$ cat src/rtl/sm_result_acc_fifo_if.sv
// sm_result_acc_fifo_if: valid/ready bus into and out of the result FIFO
interface sm_result_acc_fifo_if;
   logic       in_valid;
   logic       in_ready;
   logic       in_sign;
   logic [8:0] in_mag;
   logic       out_valid;
   logic       out_ready;
   logic       out_sign;
   logic [8:0] out_mag;
   modport master (output in_valid, in_sign, in_mag, out_ready, input in_ready, out_valid, out_sign, out_mag);
   modport slave (input in_valid, in_sign, in_mag, out_ready, output in_ready, out_valid, out_sign, out_mag);
endinterface

$ cat src/rtl/sm_result_acc_fifo.sv
// sm_result_acc_fifo: FWFT result FIFO with saturating running sum; ADDER_STATS_EN adds neg/nsat counters
module sm_result_acc_fifo #(
   parameter int DEPTH = 4,
   parameter int ACC_W = 16
) (
   input  logic                    clk,
   input  logic                    rst_n,
   sm_result_acc_fifo_if.slave     bus,
   input  logic                    clr,
   output logic [$clog2(DEPTH):0]  count,
   output logic signed [ACC_W-1:0] acc,
   output logic                    acc_sat
`ifdef ADDER_STATS_EN
   ,
   output logic [15:0]             neg_cnt,
   output logic [15:0]             nsat_cnt
`endif
);
   localparam int AW = $clog2(DEPTH);
   logic [9:0]              mem_q [DEPTH];
   logic [AW-1:0]           wr_q, rd_q;
   logic [AW:0]             count_q, count_d;
   logic signed [ACC_W-1:0] acc_q, acc_d;
   logic                    acc_sat_q, acc_sat_d;
   logic                    push, pop, n_sign, ovf;
   logic [8:0]              n_mag;
   logic signed [ACC_W:0]   v, sum;
   assign bus.in_ready  = count_q != (AW+1)'(DEPTH);
   assign bus.out_valid = count_q != '0;
   assign push = bus.in_valid & bus.in_ready;
   assign pop  = bus.out_valid & bus.out_ready;
   assign {bus.out_sign, bus.out_mag} = bus.out_valid ? mem_q[rd_q] : 10'd0;
   assign count   = count_q;
   assign acc     = acc_q;
   assign acc_sat = acc_sat_q;
   // Sum is one bit wider than acc, so overflow shows as disagreeing top two bits
   always_comb begin
      n_sign    = bus.in_sign & (bus.in_mag != 9'd0);
      n_mag     = (bus.in_sign & (bus.in_mag > 9'd256)) ? 9'd256 :
                  (!bus.in_sign & (bus.in_mag > 9'd255)) ? 9'd255 : bus.in_mag;
      v         = n_sign ? -$signed({{(ACC_W-8){1'b0}}, n_mag}) : $signed({{(ACC_W-8){1'b0}}, n_mag});
      sum       = (clr ? {(ACC_W+1){1'b0}} : {acc_q[ACC_W-1], acc_q}) + v;
      ovf       = sum[ACC_W] != sum[ACC_W-1];
      count_d   = count_q + (AW+1)'(push) - (AW+1)'(pop);
      acc_d     = push ? (ovf ? {sum[ACC_W], {(ACC_W-1){~sum[ACC_W]}}} : sum[ACC_W-1:0]) :
                  clr ? '0 : acc_q;
      acc_sat_d = (acc_sat_q & ~clr) | (push & ovf);
   end
   always_ff @(posedge clk or negedge rst_n) begin
      if (!rst_n) begin
         wr_q      <= '0;
         rd_q      <= '0;
         count_q   <= '0;
         acc_q     <= '0;
         acc_sat_q <= 1'b0;
      end else begin
         wr_q      <= wr_q + AW'(push);
         rd_q      <= rd_q + AW'(pop);
         count_q   <= count_d;
         acc_q     <= acc_d;
         acc_sat_q <= acc_sat_d;
      end
   end
   always_ff @(posedge clk) begin
      if (push) mem_q[wr_q] <= {n_sign, n_mag};
   end
`ifdef ADDER_STATS_EN
   logic [15:0] neg_q, nsat_q;
   logic        neg_ev, nsat_ev;
   assign neg_ev   = push & n_sign;
   assign nsat_ev  = neg_ev & (n_mag == 9'd256);
   assign neg_cnt  = neg_q;
   assign nsat_cnt = nsat_q;
   always_ff @(posedge clk or negedge rst_n) begin
      if (!rst_n) begin
         neg_q  <= '0;
         nsat_q <= '0;
      end else begin
         neg_q  <= (clr ? 16'd0 : neg_q) + 16'(neg_ev & (clr | (neg_q != 16'hFFFF)));
         nsat_q <= (clr ? 16'd0 : nsat_q) + 16'(nsat_ev & (clr | (nsat_q != 16'hFFFF)));
      end
   end
`endif
endmodule

$ cat src/flat_wrapper.sv
// flat-port wrapper written by rule: the top's interface ports become plain ports
module sm_result_acc_fifo_flat 
#(
   parameter int DEPTH = 4,
   parameter int ACC_W = 16
)
  (clk, rst_n, clr, count, acc, acc_sat, bus_in_valid, bus_in_sign, bus_in_mag, bus_out_ready, bus_in_ready, bus_out_valid, bus_out_sign, bus_out_mag);
  sm_result_acc_fifo_if bus_i ();
  input  logic clk;
  input  logic rst_n;
  input  logic clr;
  output logic [$clog2(DEPTH):0] count;
  output logic signed [ACC_W-1:0] acc;
  output logic acc_sat;
  input wire logic [$bits(bus_i.in_valid)-1:0] bus_in_valid;
  input wire logic [$bits(bus_i.in_sign)-1:0] bus_in_sign;
  input wire logic [$bits(bus_i.in_mag)-1:0] bus_in_mag;
  input wire logic [$bits(bus_i.out_ready)-1:0] bus_out_ready;
  output wire logic [$bits(bus_i.in_ready)-1:0] bus_in_ready;
  output wire logic [$bits(bus_i.out_valid)-1:0] bus_out_valid;
  output wire logic [$bits(bus_i.out_sign)-1:0] bus_out_sign;
  output wire logic [$bits(bus_i.out_mag)-1:0] bus_out_mag;
  assign bus_i.in_valid = bus_in_valid;
  assign bus_i.in_sign = bus_in_sign;
  assign bus_i.in_mag = bus_in_mag;
  assign bus_i.out_ready = bus_out_ready;
  assign bus_in_ready = bus_i.in_ready;
  assign bus_out_valid = bus_i.out_valid;
  assign bus_out_sign = bus_i.out_sign;
  assign bus_out_mag = bus_i.out_mag;
  sm_result_acc_fifo #(.DEPTH(DEPTH), .ACC_W(ACC_W)) u_core (.clk(clk), .rst_n(rst_n), .bus(bus_i), .clr(clr), .count(count), .acc(acc), .acc_sat(acc_sat));
endmodule
$ cat config.mk
export PLATFORM = sky130hd
export DESIGN_NAME = sm_result_acc_fifo_flat
export DESIGN_NICKNAME = d
export VERILOG_FILES = /design/src/rtl/sm_result_acc_fifo_if.sv /design/src/rtl/sm_result_acc_fifo.sv /design/src/flat_wrapper.sv
export SDC_FILE = /design/constraint.sdc
export NUM_CORES = 1
export LEC_CHECK = 0
export ABC_AREA = 0
export BUFFER_PORTS_ARGS = -buffer_cell sky130_fd_sc_hd__buf_2
export CAP_MARGIN = 20
export CORE_MARGIN = 1
export CORE_UTILIZATION = 38
export DETAILED_ROUTE_END_ITERATION = 7
export GPL_ROUTABILITY_DRIVEN = 1
export PLACE_DENSITY = 0.67
export SKIP_CTS_REPAIR_TIMING = 1
export SYNTH_ARGS = -nofsm -noshare
export SYNTH_HDL_FRONTEND = slang
export SYNTH_SLANG_ARGS = --single-unit
export TNS_END_PERCENT = 20
$ cat constraint.sdc
create_clock -name clk -period 5.95 [get_ports clk]
set_input_delay 0 -clock clk [delete_from_list [all_inputs] [get_ports clk]]
set_output_delay 0 -clock clk [all_outputs]
set_load 0.03 [all_outputs]
Word-level counts from Yosys, hierarchy flattened
Memory sizes are Yosys's and may differ from the RTL's.
Index checks and enable logic that the tools add are counted.
- register bits after elaboration: 24
- bits in writable memories: 40
- bits of input ports: 15
- output and inout port bits: 32
- memories kept: 1
- memories (name ; words ; width ; rd ports ; clocked after memory_dff ; write ports ; line ; RTL):
    u_core.mem_q ; 4 ; 10 ; 1 ; 0 ; 1 ; sm_result_acc_fifo.sv:20 ; logic [9:0] mem_q [DEPTH];
- add/sub/neg operators: 6
- order comparisons: 2
- equal/unequal tests: 2
- mux-type cells: 10
- bitwise operators: 10
- reduce and logical (&&, ||, !) cells: 4
- operators by type and width (kind ; number):
    2-to-1 mux 16 bit ; 3
    2-to-1 mux 17 bit ; 2
    2-to-1 mux 9 bit ; 2
    adder 17 bit ; 1
    negation 9 -> 17 bit ; 1
    2-to-1 mux 10 bit ; 1
    > comparator 9 x 8 -> 1 bit, second input constant ; 1
    > comparator 9 bit, second input constant ; 1
    nonzero test 9 bit ; 1
    AND 1 bit ; 7
    adder 2 x 1 -> 2 bit ; 2
    adder 3 x 1 -> 3 bit ; 1
    inequality test 3 bit, second input constant ; 1
    nonzero test 3 bit ; 1
    subtractor 3 x 1 -> 3 bit ; 1
    2-to-1 mux 1 bit ; 2
    inverter 1 bit ; 2
    nonzero test 2 bit ; 1
    zero test 1 bit ; 1
    inequality test 1 bit ; 1
    OR 1 bit ; 1

Longest topological paths before layout
Gate-level depths: netlist of run 1.
- depth in word-level cells: 10
- mapped depth: 20
- depth with buffers taken out: 17

Worst setup path before layout of run 1
OpenSTA, ideal clock, no wires.
- kind: in2reg
- start point: input bus_in_mag[1]
- end point: register u_core.acc_q[2], in the netlist u_core.acc[2]
- data arrival time: 3.583 ns
- required time: 5.872 ns
- path slack: 2.289 ns
- stages: 17
- path buffers: 3
- path through: or3_1 > buf_2 > o41a_1 > o21ai_0 > a21oi_1 > ha_1 > and2_1 > ha_1 > and3_1 > and2_1 > a31oi_1 > o21ai_0 > xor2_1 > buf_2 > buf_2 > a21oi_1 > o2bb2ai_1
- word-level cells in the longest chain between the ends: 10
- elaborated cells between the ends (all ways): 15
- those cells by class: add/sub: 2; order compare: 2; eq/ne: 1; mux: 5; bitwise: 4; reduce/logical: 1
- ends and longest elaborated chain (what ; line ; RTL):
    start: declaration ; flat_wrapper.sv:17 ; input wire logic [$bits(bus_i.in_mag)-1:0] bus_in_mag;
    > comparator 9 x 8 -> 1 bit ; sm_result_acc_fifo.sv:40 ; (!bus.in_sign & (bus.in_mag > 9'd255)) ? 9'd255 : bus.in_mag;
    AND 1 bit ; sm_result_acc_fifo.sv:40 ;
    2-to-1 mux 9 bit ; sm_result_acc_fifo.sv:40 ;
    2-to-1 mux 9 bit ; sm_result_acc_fifo.sv:39 ; n_mag = (bus.in_sign & (bus.in_mag > 9'd256)) ? 9'd256 :
    negation 9 -> 17 bit ; sm_result_acc_fifo.sv:41 ; v = n_sign ? -$signed({{(ACC_W-8){1'b0}}, n_mag}) : $signed({{(ACC_W-8){1'b0}}, n_mag});
    2-to-1 mux 17 bit * ; sm_result_acc_fifo.sv:41 ;
    adder 17 bit * ; sm_result_acc_fifo.sv:42 ; sum = (clr ? {(ACC_W+1){1'b0}} : {acc_q[ACC_W-1], acc_q}) + v;
    inequality test 1 bit or inverter 1 bit (tied branches) ; sm_result_acc_fifo.sv:43, sm_result_acc_fifo.sv:45 ;
    2-to-1 mux 16 bit * (2 in a row) ; sm_result_acc_fifo.sv:45 ; acc_d = push ? (ovf ? {sum[ACC_W], {(ACC_W-1){~sum[ACC_W]}}} : sum[ACC_W-1:0]) :
    end signal: assignment ; sm_result_acc_fifo.sv:54 ; acc_q <= '0;
    end signal: assignment ; sm_result_acc_fifo.sv:60 ; acc_q <= acc_d;
    end: declaration ; sm_result_acc_fifo.sv:23 ; logic signed [ACC_W-1:0] acc_q, acc_d;
Every way passes the cells marked *; elsewhere a longest branch is shown, timed or not.
A chain may end at the register's enable or synchronous reset.

Worst setup path in the final report of run 1
- start point: input bus_in_mag[1]
- end point: register u_core.acc_q[5], in the netlist u_core.acc[5]
The elaborated chain is that of the path after synthesis.

==> results of run 1 <==
[final timing paths]
check,end,depth (start not counted),startpoint
setup reg to reg,u_core.acc[5]$_DFFE_PN0P_,10,u_core.acc[0]$_DFFE_PN0P_
hold / removal,u_core.acc_sat$_DFF_PN0_,2,clr
min in group asynchronous,u_core.acc[10]$_DFFE_PN0P_,2,rst_n
hold reg to reg,u_core.count[2]$_DFF_PN0_,1,u_core.count[2]$_DFF_PN0_
max in group asynchronous,u_core.rd_q[1]$_DFF_PN0_,2,rst_n
setup / recovery,u_core.acc[5]$_DFFE_PN0P_,16,bus_in_mag[1]
[power groups by stage]
stage                     clock [mW]  combinational, mW  sequential, mW
after detailed placement           0               1.07           0.721
final                          0.377               1.06           0.708
after CTS                      0.386               1.07           0.713
after global routing           0.406               1.16           0.728
after global placement             0               1.05           0.715
after floorplan                    0              0.729           0.786
[cell usage in the layout (no fill, tap or decap), types with 3 or more instances in the layout]
| cell type | count |
|---|---|
| nor2_1 | 24 |
| ha_1 | 23 |
| o2bb2ai_1 | 13 |
| or3_1 | 4 |
| mux4_2 | 10 |
| edfxtp_1 | 40 |
| clkbuf_1 | 3 |
| xor2_1 | 7 |
| nand2_1 | 23 |
| o31a_1 | 5 |
| dfrtp_1 | 24 |
| a21oi_1 | 28 |
| nor2b_1 | 29 |
| clkbuf_8 | 9 |
| o21a_1 | 7 |
| o21ai_0 | 21 |
| xnor2_1 | 17 |
| nor3_1 | 5 |
| buf_2 | 46 |
| and3_1 | 3 |
| inv_1 | 11 |
| o21bai_1 | 3 |
[synthesized netlist by cell type, types with 2 or more instances]
cell and count:
o31a_1 5, o21bai_1 3, o21a_1 7, o21ai_0 21, and3_1 3, mux4_2 10
nor3_1 6, nor2b_1 29, fa_1 2, xor2_1 7, a31oi_1 2, a21oi_1 28
and2_1 2, dfrtp_1 24, nor2_1 24, edfxtp_1 40, a211oi_1 2, inv_1 11
or3_1 4, clkbuf_1 9, buf_2 5, xnor2_1 17, o2bb2ai_1 13, ha_1 23
nand2_1 23
[final cells by class]
cell class | count | area (um2)
Multi-Input combinational cell | 250 | 1900
Clock inverter | 3 | 40.0
Fill cell | 955 | 5360
Tap cell | 133 | 166
Sequential cell | 64 | 1800
Inverter | 12 | 45.0
Clock buffer | 13 | 160
Timing Repair Buffer | 49 | 255
[per-layer routing]
layer | global-route usage | vias to the layer above | share of wire
met5 | 0 | - | 0
met4 | 0.0637 | 0 | 0.013
met3 | 0.0308 | 9 | 0.030
met2 | 0.309 | 51 | 0.53
met1 | 0.191 | 1339 | 0.43
li1 | - | 1340 | -
[flip-flops by register name (all words and copies together) (netlist names)]
signal	count
u_core.mem_q	40
u_core.count	3
u_core.acc	16
u_core.acc_sat	1
u_core.rd_q	2
u_core.wr_q	2
[through the flow]
step	worst slack [ps]	std cells	instance area (um2)	hold slack (ps)	utilization
2_1_floorplan	2290	342	3810	-296	-
3_3_place_gp	1800	507	4160	2.29	0.428
3_5_place_dp	1640	507	4160	9.43	0.428
4_1_cts	2000	523	4360	-355	0.448
5_1_grt	1570	524	4370	115	0.449
6_report	1980	524	4370	111	0.449
[kinds of logic after synthesis]
group | after synthesis | share of synthesized area
compound gates | 92 | 0.157
xor+xnor | 26 | 0.0666
fa+ha+maj | 25 | 0.0859
buf+inv | 28 | 0.0302
flops | 64 | 0.472
mux | 10 | 0.0590
simple gates | 97 | 0.129
==> summary.md, run 1 <==
| Metric | Value |
|---|---|
| Via count | approximately 2700 |
| PortBufs | 46 |
| Worst Clk Skew | ~9 ps |
| FP Rows | 36 |
| Vias in the first global route | around 2700 |
| Largest net degree at the start of global routing | 25 |
| CTS HTree Levels | 3 |
| Slew Viols, Final | 0 |
| Power, Total | 2.14 mW |
| Mapped Cells | approximately 340 |
| EDFF count, synth | 40 |
| Crit-path slowest cell | or3_1 |
| PD cells | approximately 490 nW/um2 |
| IO Pins | 47 |
| Outcome | complete, no violations |
| Worst EP required | ~6200 ps |
| Final setup vio count | 0 |
| Hold Violations, Final | 0 |
| Clk pin slew, worst setup/hold paths | around 70 ps |
| Worst Hold Class | in2reg |
| Layout cell share with drive strength beyond 1 | 0.199 |
| Half-perimeter wire length after placement | a little over 6000 um |
| CTS tree | built |
| Total grt overflow | 0 |
| Total core area | roughly 10000 um2 |
| R2R Setup Slk | 2830 ps |
| Dominant synthesized flop cell | edfxtp_1 |
| Die height | slightly above 100 um |
| Critical Path Max Stage Delay | ~500 ps |
| Die area | 10400 um2 |
| CP top delay family | compound AO/OA/AOI/OAI gates |
| Die width | roughly 100 um |
| Global-route wire length before repair | between 10000 and 15000 um |
| Placer Congestion | between 0.8 and 0.9 |
| CP Launch Type | input pin |
| Root buf cell | clkbuf_8 |
| Crit path DAT | 4180 ps |
| Worst VDD drop | about 0.24 mV |
| Synth Register Bits | between 60 and 70 |
| RSZ-0062 raised after global routing | false |
| Leakage power total | between 1.5 and 2 nW |
| Pint | between 1 and 1.5 mW |
| Cell area after synthesis | about 3800 um2 |
| Post-synth ARST share | 0.375 |
| Sw frac | 0.425 |
| Cell taking the most area after synthesis | edfxtp_1 |
| DRT Wirelength | 8220 um |
| Max Cap Viol | 0 |
| ANT cells | 0 |
| Area growth syn-to-layout | 14.6% |
| Clock power frac | 0.176 |
| Crit. End Element | flip-flop |
| Syn nets | roughly 380 |
| Total CTS buffers | 9 |
| Layout Nets | between 400 and 500 |
| Vias/cell | 5.23 |
| Ranking of synthesized cells by area | edfxtp_1 31%, dfrtp_1 16%, ha_1 7.5%, mux4_2 5.9%, nor2b_1 4.8% |
| Crit path cell chain | buf_2 -> or3_1 -> o41a_1 -> o21ai_0 -> a21oi_1 -> ha_1 -> and2_1 -> ha_1 -> and3_1 -> and2_1 -> a31oi_1 -> o21ai_0 -> xor2_1 -> buf_4 -> o21ai_2 -> o2bb2ai_1 |
| Slew margin rel. | 0.363 |
| Avg Synthesized Cell Area | roughly 11 um2 |
| Fin crit period | between 3000 and 4000 ps |
| Pin slew with the least headroom to its limit | around 950 ps |
| Initial Util | 0.392 |
| Post-synth top area share | 0.315 |
| Fin crit share | 0.668 |
| Register area share after synthesis | 0.472 |
| # DRC | 0 |
| Router iterations before antenna repair | 4 |
| Max Fanout on Critical Path | 20 |
| Synth warn | 0 |
| Maximum clock path buffer count | 2 |
| Routed length per instance | around 16 um |
| # clock sinks | 64 |
| Setup Total Neg Slack | 0 ps |
| Final ANT Viol Nets | 0 |
| Critical path type | in2reg |
| Yosys cell types | 47 |
| Net Switching | 911 uW |
| Sequential power share | 0.331 |
| Buf/Inv on CP | 2 |
| Total track usage | 0.167 |
| Comb pwr share | 0.494 |
| Maximum clock rate | 252 MHz |
| Initial detailed-routing violation count | ~120 |
| Initial antenna violation count | 0 |
| Skew-Pair Late Insertion Delay | approximately 340 ps |
Note: power is estimated with default switching activity, not from simulation.
==> inputs of run 2 (changes only) <==
PLACE_DENSITY = 0.69   (was 0.67)
clock period = 3.4 ns   (was 5.95 ns; I/O delays follow)
==> summary.md, run 2 (synthesized netlist as in run 1, its figures left out) <==
| Metric | Value |
|---|---|
| Outcome | complete, no violations |
| Placed instance area | 4500 um2 (+8.2%) |
| Multi-input logic area | 1920 um2 (+0.66%) |
| Register Area | 1800 um2 (unchanged) |
| Total CTS buffers | 9 (unchanged) |
| Most frequent cells in the layout | 47 x buf_4, 46 x buf_2, 40 x edfxtp_1 |
| Reg-to-reg startpoint | u_core.acc[1]$_DFFE_PN0P_ |
| Placer Congestion | 0.917 (+2.2%) |
| Die area | 10400 um2 (unchanged) |
| Layout Nets | 471 (+11%) |
| DRT Wirelength | 8430 um (+2.6%) |
| Pint | 2.39 mW (+94%) |
| Vias in the first global route | 2966 (+11%) |
| R2R Setup Slk | 670 ps (-2160 ps) |
| Capture point of the worst reg-to-reg path | u_core.acc[10]$_DFFE_PN0P_ |
| CTS tree | built |
| Max FFs per register | 40 (unchanged) |
| Net Switching | 1.66 mW (+82%) |
| Crit path cell chain | buf_2 -> or3_1 -> o41a_1 -> o21ai_2 -> a21oi_1 -> ha_1 -> and2_1 -> ha_1 -> and3_1 -> and2_1 -> a31oi_2 -> o21ai_1 -> xor2_2 -> buf_4 -> o21ai_0 -> o2bb2ai_1 |
| Slew Viols, Final | 0 (unchanged) |
| Hold Path Sink | u_core.rd_q[0]$_DFF_PN0_ |
| Router iterations before antenna repair | 5 (+1) |
| Total track usage | 0.175 (+0.00773) |
| Total grt overflow | 0 (unchanged) |
| Clock power frac | 0.197 (+0.021) |
| Max Fanout on Critical Path | 6 (-70%) |
| Half-perimeter wire length after placement | 6390 um (+2.5%) |
| Initial detailed-routing violation count | 169 (+46%) |
| IO Pins | 47 (unchanged) |
| Hold path start | bus_out_ready |
| CTS HTree Levels | 3 (unchanged) |
| Maximum clock path buffer count | 2 (unchanged) |
| CP Launch Type | input pin |
| FP Rows | 36 (unchanged) |
| PortBufs | 46 (unchanged) |
| # DRC | 0 (unchanged) |
| Comb pwr share | 0.498 (+0.004) |
| Area growth syn-to-layout | 24.9% |
| Routed length per instance | 14.8 um (-5.6%) |
| # clock sinks | 64 (unchanged) |
| Sequential power share | 0.305 (-0.026) |
| Root buf cell | clkbuf_8 |
| Total core area | 9730 um2 (unchanged) |
| Critical path type | in2reg |
| Commonest non-fill, non-tap cell in the layout | buf_4 |
| Hold Violations, Final | 0 (unchanged) |
| Largest net degree at the start of global routing | 25 (unchanged) |
| Slew margin rel. | 0.535 (+0.172) |
| Sw frac | 0.409 (-0.0158) |
| Crit path DAT | 3410 ps (-770 ps) |
| Count of cells along the worst hold path | 3 (+1) |
| Skew-Pair Late Insertion Delay | 340 ps (about the same) |
| Initial Util | 0.392 (unchanged) |
| Final setup vio count | 0 (unchanged) |
| Setup Total Neg Slack | 0 ps (unchanged) |
| Max Cap Viol | 0 (unchanged) |
| Crit. End Element | flip-flop |
| Worst r2r path cells | 10 (unchanged) |
| Fin crit period | about 3200 ps |
| Vias/cell | 5.18 (-0.98%) |
| Final ANT Viol Nets | 0 (unchanged) |
| RSZ-0062 raised after global routing | false |
| Die height | 102 um (unchanged) |
| Layout cell share with drive strength beyond 1 | 0.294 (+0.0941) |
| ANT cells | 0 (unchanged) |
| Worst Clk Skew | 5.70 ps (-3.12 ps) |
| Pin slew with the least headroom to its limit | 697 ps (-255 ps) |
| Global-route wire length before repair | 13800 um (+6.5%) |
| Clk pin slew, worst setup/hold paths | 80 ps (about the same) |
| Post-layout instance area | 4770 um2 (+9.0%) |
| Critical Path Max Stage Delay | 420 ps (-80 ps) |
| PD cells | 849 nW/um2 (+73%) |
| Fin crit share | 0.927 |
| Leakage power total | 1.99 nW (+13%) |
| Initial antenna violation count | 0 (unchanged) |
| Maximum clock rate | roughly 320 MHz |
| Worst VDD drop | 0.399 mV (+68%) |
| Top reg by flops | u_core.mem_q |
| Placed cells | 552 (+8.9%) |
| # fillers | 896 (-6.2%) |
| Via count | 2945 (+7.5%) |
| Worst Hold Class | in2reg |
| Die width | 102 um (unchanged) |
| Non-Filler Instances | 569 (+8.6%) |
| Worst EP required | 3660 ps (-2500 ps) |
| Crit-path slowest cell | o41a_1 |
[run 2: power by group through the flow]
stage               logic [mW]  registers (mW)  clock network [mW]
floorplan                 1.29            1.38                   0
finish                    2.01            1.23               0.797
CTS                       2.03            1.24               0.813
global route              2.22            1.27               0.846
global placement          1.97            1.24                   0
detailed placement        2.02            1.26                   0
[run 2: worst max-delay path, delay by kind of cell]
kind                     cells  cell delay, ps
XOR/XNOR                     1             290
adder cells (fa/ha/maj)      2             590
AO/OA/AOI/OAI                7            1320
AND/OR/NAND/NOR              4             910
buffers and inverters        2             300
[run 2: how the worst max path moves through the flow]
stage | cells past startpoint | end | slack [ps] | startpoint
2_1_floorplan | 17 | u_core.acc[2]$_DFFE_PN0P_ | 30 | bus_in_mag[1]
3_3_place_gp | 16 | u_core.acc[8]$_DFFE_PN0P_ | -130 | bus_in_mag[1]
3_5_place_dp | 16 | u_core.acc[14]$_DFFE_PN0P_ | -260 | bus_in_mag[1]
4_1_cts | 16 | u_core.acc[7]$_DFFE_PN0P_ | 100 | bus_in_mag[1]
5_1_grt | 16 | u_core.acc_sat$_DFF_PN0_ | 70 | bus_in_mag[1]
6_report | 16 | u_core.acc[10]$_DFFE_PN0P_ | 250 | bus_in_mag[1]
[run 2: final cells by class]
| type | instances | share of cell area |
|---|---|---|
| clock buffer | 9 | 0.0260 |
| clock inverter | 7 | 0.0252 |
| inverter | 12 | 0.00945 |
| multi-input combinational | 250 | 0.402 |
| sequential | 64 | 0.378 |
| tap | 133 | 0.0349 |
| timing repair buffer | 94 | 0.124 |
[run 2: metrics by stage]
stage          worst slack [ps]  utilization  hold slack, ps  power [mW]
2_1_floorplan              25.8            -            -296        2.67
3_3_place_gp               -125        0.463            13.2        3.22
3_5_place_dp               -260        0.463            20.5        3.28
4_1_cts                     104        0.488            -351        4.08
5_1_grt                    73.8        0.490             123        4.34
6_report                    249        0.490            72.7        4.05
[run 2: per-layer routing]
layer / wire [um] / GRT usage
met4: 182 / 0.0703
met1: 3500 / 0.203
met2: 4400 / 0.312
met3: 345 / 0.0397
met5: 0 / 0
==> inputs of run 3 (changes only) <==
ABC_AREA = 1   (was 0)
PLACE_DENSITY = 0.67   (was 0.69)
SLEW_MARGIN = 40   (was not set)
clock period = 3.6 ns   (was 3.4 ns; I/O delays follow)
==> summary.md, run 3 <==
| Metric | Value |
|---|---|
| Outcome | complete, no violations |
| Util after Layout | 0.452 (-0.0374) |
| Count leader, synth | nand2_1 |
| Initial Util | 0.393 (+0.000455) |
| Non-Filler Instances | 711 (+25%) |
| Commonest non-fill, non-tap cell in the layout | nand2_1 |
| Layout Nets | 610 (+30%) |
| Die height | 105 um (+3.0%) |
| PD cells | 804 nW/um2 (-5.3%) |
| Total CTS buffers | 9 (unchanged) |
| CP Launch Type | input pin |
| Routed length per instance | 13.3 um (-10%) |
| Register area share after synthesis | 0.445 (-0.0277) |
| Mapped Cells | 518 (+51%) |
| ANT cells | 0 (unchanged) |
| Critical path type | in2reg |
| Largest net degree at the start of global routing | 25 (unchanged) |
| Top reg by flops | u_core.mem_q |
| Pin slew with the least headroom to its limit | 710 ps (+13.4 ps) |
| RSZ-0062 raised after global routing | false |
| Fin crit share | 0.857 |
| CTS HTree Levels | 3 (unchanged) |
| Worst EP required | 3800 ps (+140 ps) |
| Global-route wire length before repair | 15800 um (+14%) |
| Max Cap Viol | 0 (unchanged) |
| Power, Total | 3.76 mW (-7.1%) |
| Slew Viols, Final | 0 (unchanged) |
| Multi-input logic area | 1940 um2 (+1.2%) |
| Worst VDD drop | 0.408 mV (+2.2%) |
| Via count | 3485 (+18%) |
| Post-synth ARST share | 0.375 (unchanged) |
| Area growth syn-to-layout | 15.3% |
| Post-layout instance area | 4670 um2 (-2.0%) |
| # clock sinks | 64 (unchanged) |
| Maximum clock rate | about 320 MHz |
| Max FFs per register | 40 (unchanged) |
| CP top delay family | simple AND/OR/NAND/NOR gates |
| Hold Violations, Final | 0 (unchanged) |
| Crit-path slowest cell | ha_1 |
| Most frequent cells in the layout | 126 x nand2_1, 89 x nor2_1, 67 x inv_1 |
| Vias in the first global route | 3380 (+14%) |
| Dominant synthesized flop cell | edfxtp_1 |
| Total grt overflow | 0 (unchanged) |
| Final setup vio count | 0 (unchanged) |
| Ranking of synthesized cells by area | edfxtp_1 30%, dfrtp_1 15%, nand2_1 12%, nor2_1 8.3%, ha_1 7.1% |
| Initial detailed-routing violation count | 170 (+0.59%) |
| Leakage power total | 2.29 nW (+15%) |
| Clock power frac | 0.157 (-0.040) |
| Avg Synthesized Cell Area | 7.82 um2 (-30%) |
| Initial antenna violation count | 0 (unchanged) |
| Pint | 1.94 mW (-19%) |
| Cell taking the most area after synthesis | edfxtp_1 |
| Layout cell share with drive strength beyond 1 | 0.158 (-0.135) |
| EDFF count, synth | 40 (unchanged) |
| Setup ws final | 516 ps (+267 ps) |
| Synth Register Bits | 64 (unchanged) |
| Crit path DAT | 3280 ps (-130 ps) |
| # DRC | 0 (unchanged) |
| Fin crit period | between 3000 and 4000 ps |
| DRT Wirelength | 9470 um (+12%) |
| Die width | 105 um (+3.0%) |
| Worst slack, placed | 222 ps (+481 ps) |
| IO Pins | 47 (unchanged) |
| Sequential power share | 0.322 (+0.017) |
| Die area | 11100 um2 (+6.1%) |
| Syn nets | 558 (+46%) |
| Synth warn | 0 (unchanged) |
| Max Fanout on Critical Path | 16 (+10) |
| CTS tree | built |
| Top post-synthesis cells by count | 126 x nand2_1, 90 x nor2_1, 67 x inv_1 |
| Final ANT Viol Nets | 0 (unchanged) |
| Setup Total Neg Slack | 0 ps (unchanged) |
| WHS | 99.5 ps (+26.8 ps) |
| PortBufs | 46 (unchanged) |
| Slew margin rel. | 0.526 (-0.00893) |
| FP Rows | 37 (+2.8%) |
| Register Area | 1800 um2 (unchanged) |
| Comb pwr share | 0.521 (+0.023) |
| Buf/Inv on CP | 5 (+3) |
| Total core area | 10300 um2 (+6.1%) |
| Placer Congestion | 0.924 (+0.76%) |
| Worst Hold Class | in2reg |
| Total track usage | 0.180 (+0.00498) |
| Critical Path Max Stage Delay | 340 ps (-80 ps) |
| Crit. End Element | flip-flop |
| # fillers | 1031 (+15%) |
| Skew-Pair Late Insertion Delay | 330 ps (about the same) |
| Vias/cell | 4.90 (-5.3%) |
| Worst Clk Skew | 9.46 ps (+3.76 ps) |
| Post-synth top area share | 0.296 (-0.0185) |
| Net Switching | 1.81 mW (+9.4%) |
| Half-perimeter wire length after placement | 7060 um (+11%) |
| Yosys cell types | 29 (-38%) |
| Cell area after synthesis | 4050 um2 (+6.2%) |
| Clk pin slew, worst setup/hold paths | 70 ps (about the same) |
| Maximum clock path buffer count | 2 (unchanged) |
| Router iterations before antenna repair | 6 (+1) |
| Root buf cell | clkbuf_8 |
| Placed instance area | 4470 um2 (-0.67%) |
| Most frequent CP cell | nand2_1 |
| Placed cells | 694 (+26%) |
| Sw frac | 0.482 (+0.0731) |
[run 3: final cells by class]
cell class              instances  share of cell area
inverters                      75              0.0603
clock buffers                   9              0.0265
clock inverters                 7              0.0134
multi-input cells             366               0.415
flip-flops and latches         64               0.386
repair buffers                 54              0.0627
well taps                     136              0.0364
[run 3: layer usage]
metal / wire (um) / part of all wire / vias up / GRT usage
met5: 0 / 0 / - / 0
met4: 286 / 0.030 / 0 / 0.0714
met3: 451 / 0.048 / 26 / 0.0377
met2: 4620 / 0.49 / 102 / 0.317
met1: 4110 / 0.43 / 1604 / 0.214
li1: - / - / 1753 / -
[run 3: tightest hold or removal path: cells and delay by family]
family,cells,cell delay (ps)
buf+inv,2,100
simple gates,1,150
fa+ha+maj,1,140
[run 3: logic make-up after synthesis]
| kind of cell | Yosys count | synth area share |
|---|---|---|
| AND/OR/NAND/NOR | 264 | 0.271 |
| flip-flops | 64 | 0.445 |
| AO/OA/AOI/OAI | 57 | 0.0744 |
| XOR/XNOR | 20 | 0.0432 |
| adder cells (fa/ha/maj) | 25 | 0.0809 |
| buffers and inverters | 88 | 0.0861 |
[run 3: worst paths after layout]
path | start | to | slack, ps | depth (start not counted)
setup / recovery | bus_in_sign | u_core.acc_sat$_DFF_PN0_ | 520 | 25
hold / removal | bus_out_ready | u_core.rd_q[0]$_DFF_PN0_ | 100 | 4
setup reg to reg | u_core.acc[0]$_DFFE_PN0P_ | u_core.acc_sat$_DFF_PN0_ | 1040 | 16
hold reg to reg | u_core.acc[5]$_DFFE_PN0P_ | u_core.acc[5]$_DFFE_PN0P_ | 510 | 2
max in group asynchronous | rst_n | u_core.acc[8]$_DFFE_PN0P_ | 3030 | 2
min in group asynchronous | rst_n | u_core.rd_q[1]$_DFF_PN0_ | 190 | 2
[run 3: power by group through the flow]
stage | logic [mW] | registers (mW) | clock network (mW)
3_3_place_gp | 1.90 | 1.22 | 0
2_1_floorplan | 1.29 | 1.34 | 0
6_report | 1.96 | 1.21 | 0.590
3_5_place_dp | 1.95 | 1.23 | 0
4_1_cts | 1.97 | 1.22 | 0.607
5_1_grt | 2.17 | 1.24 | 0.637
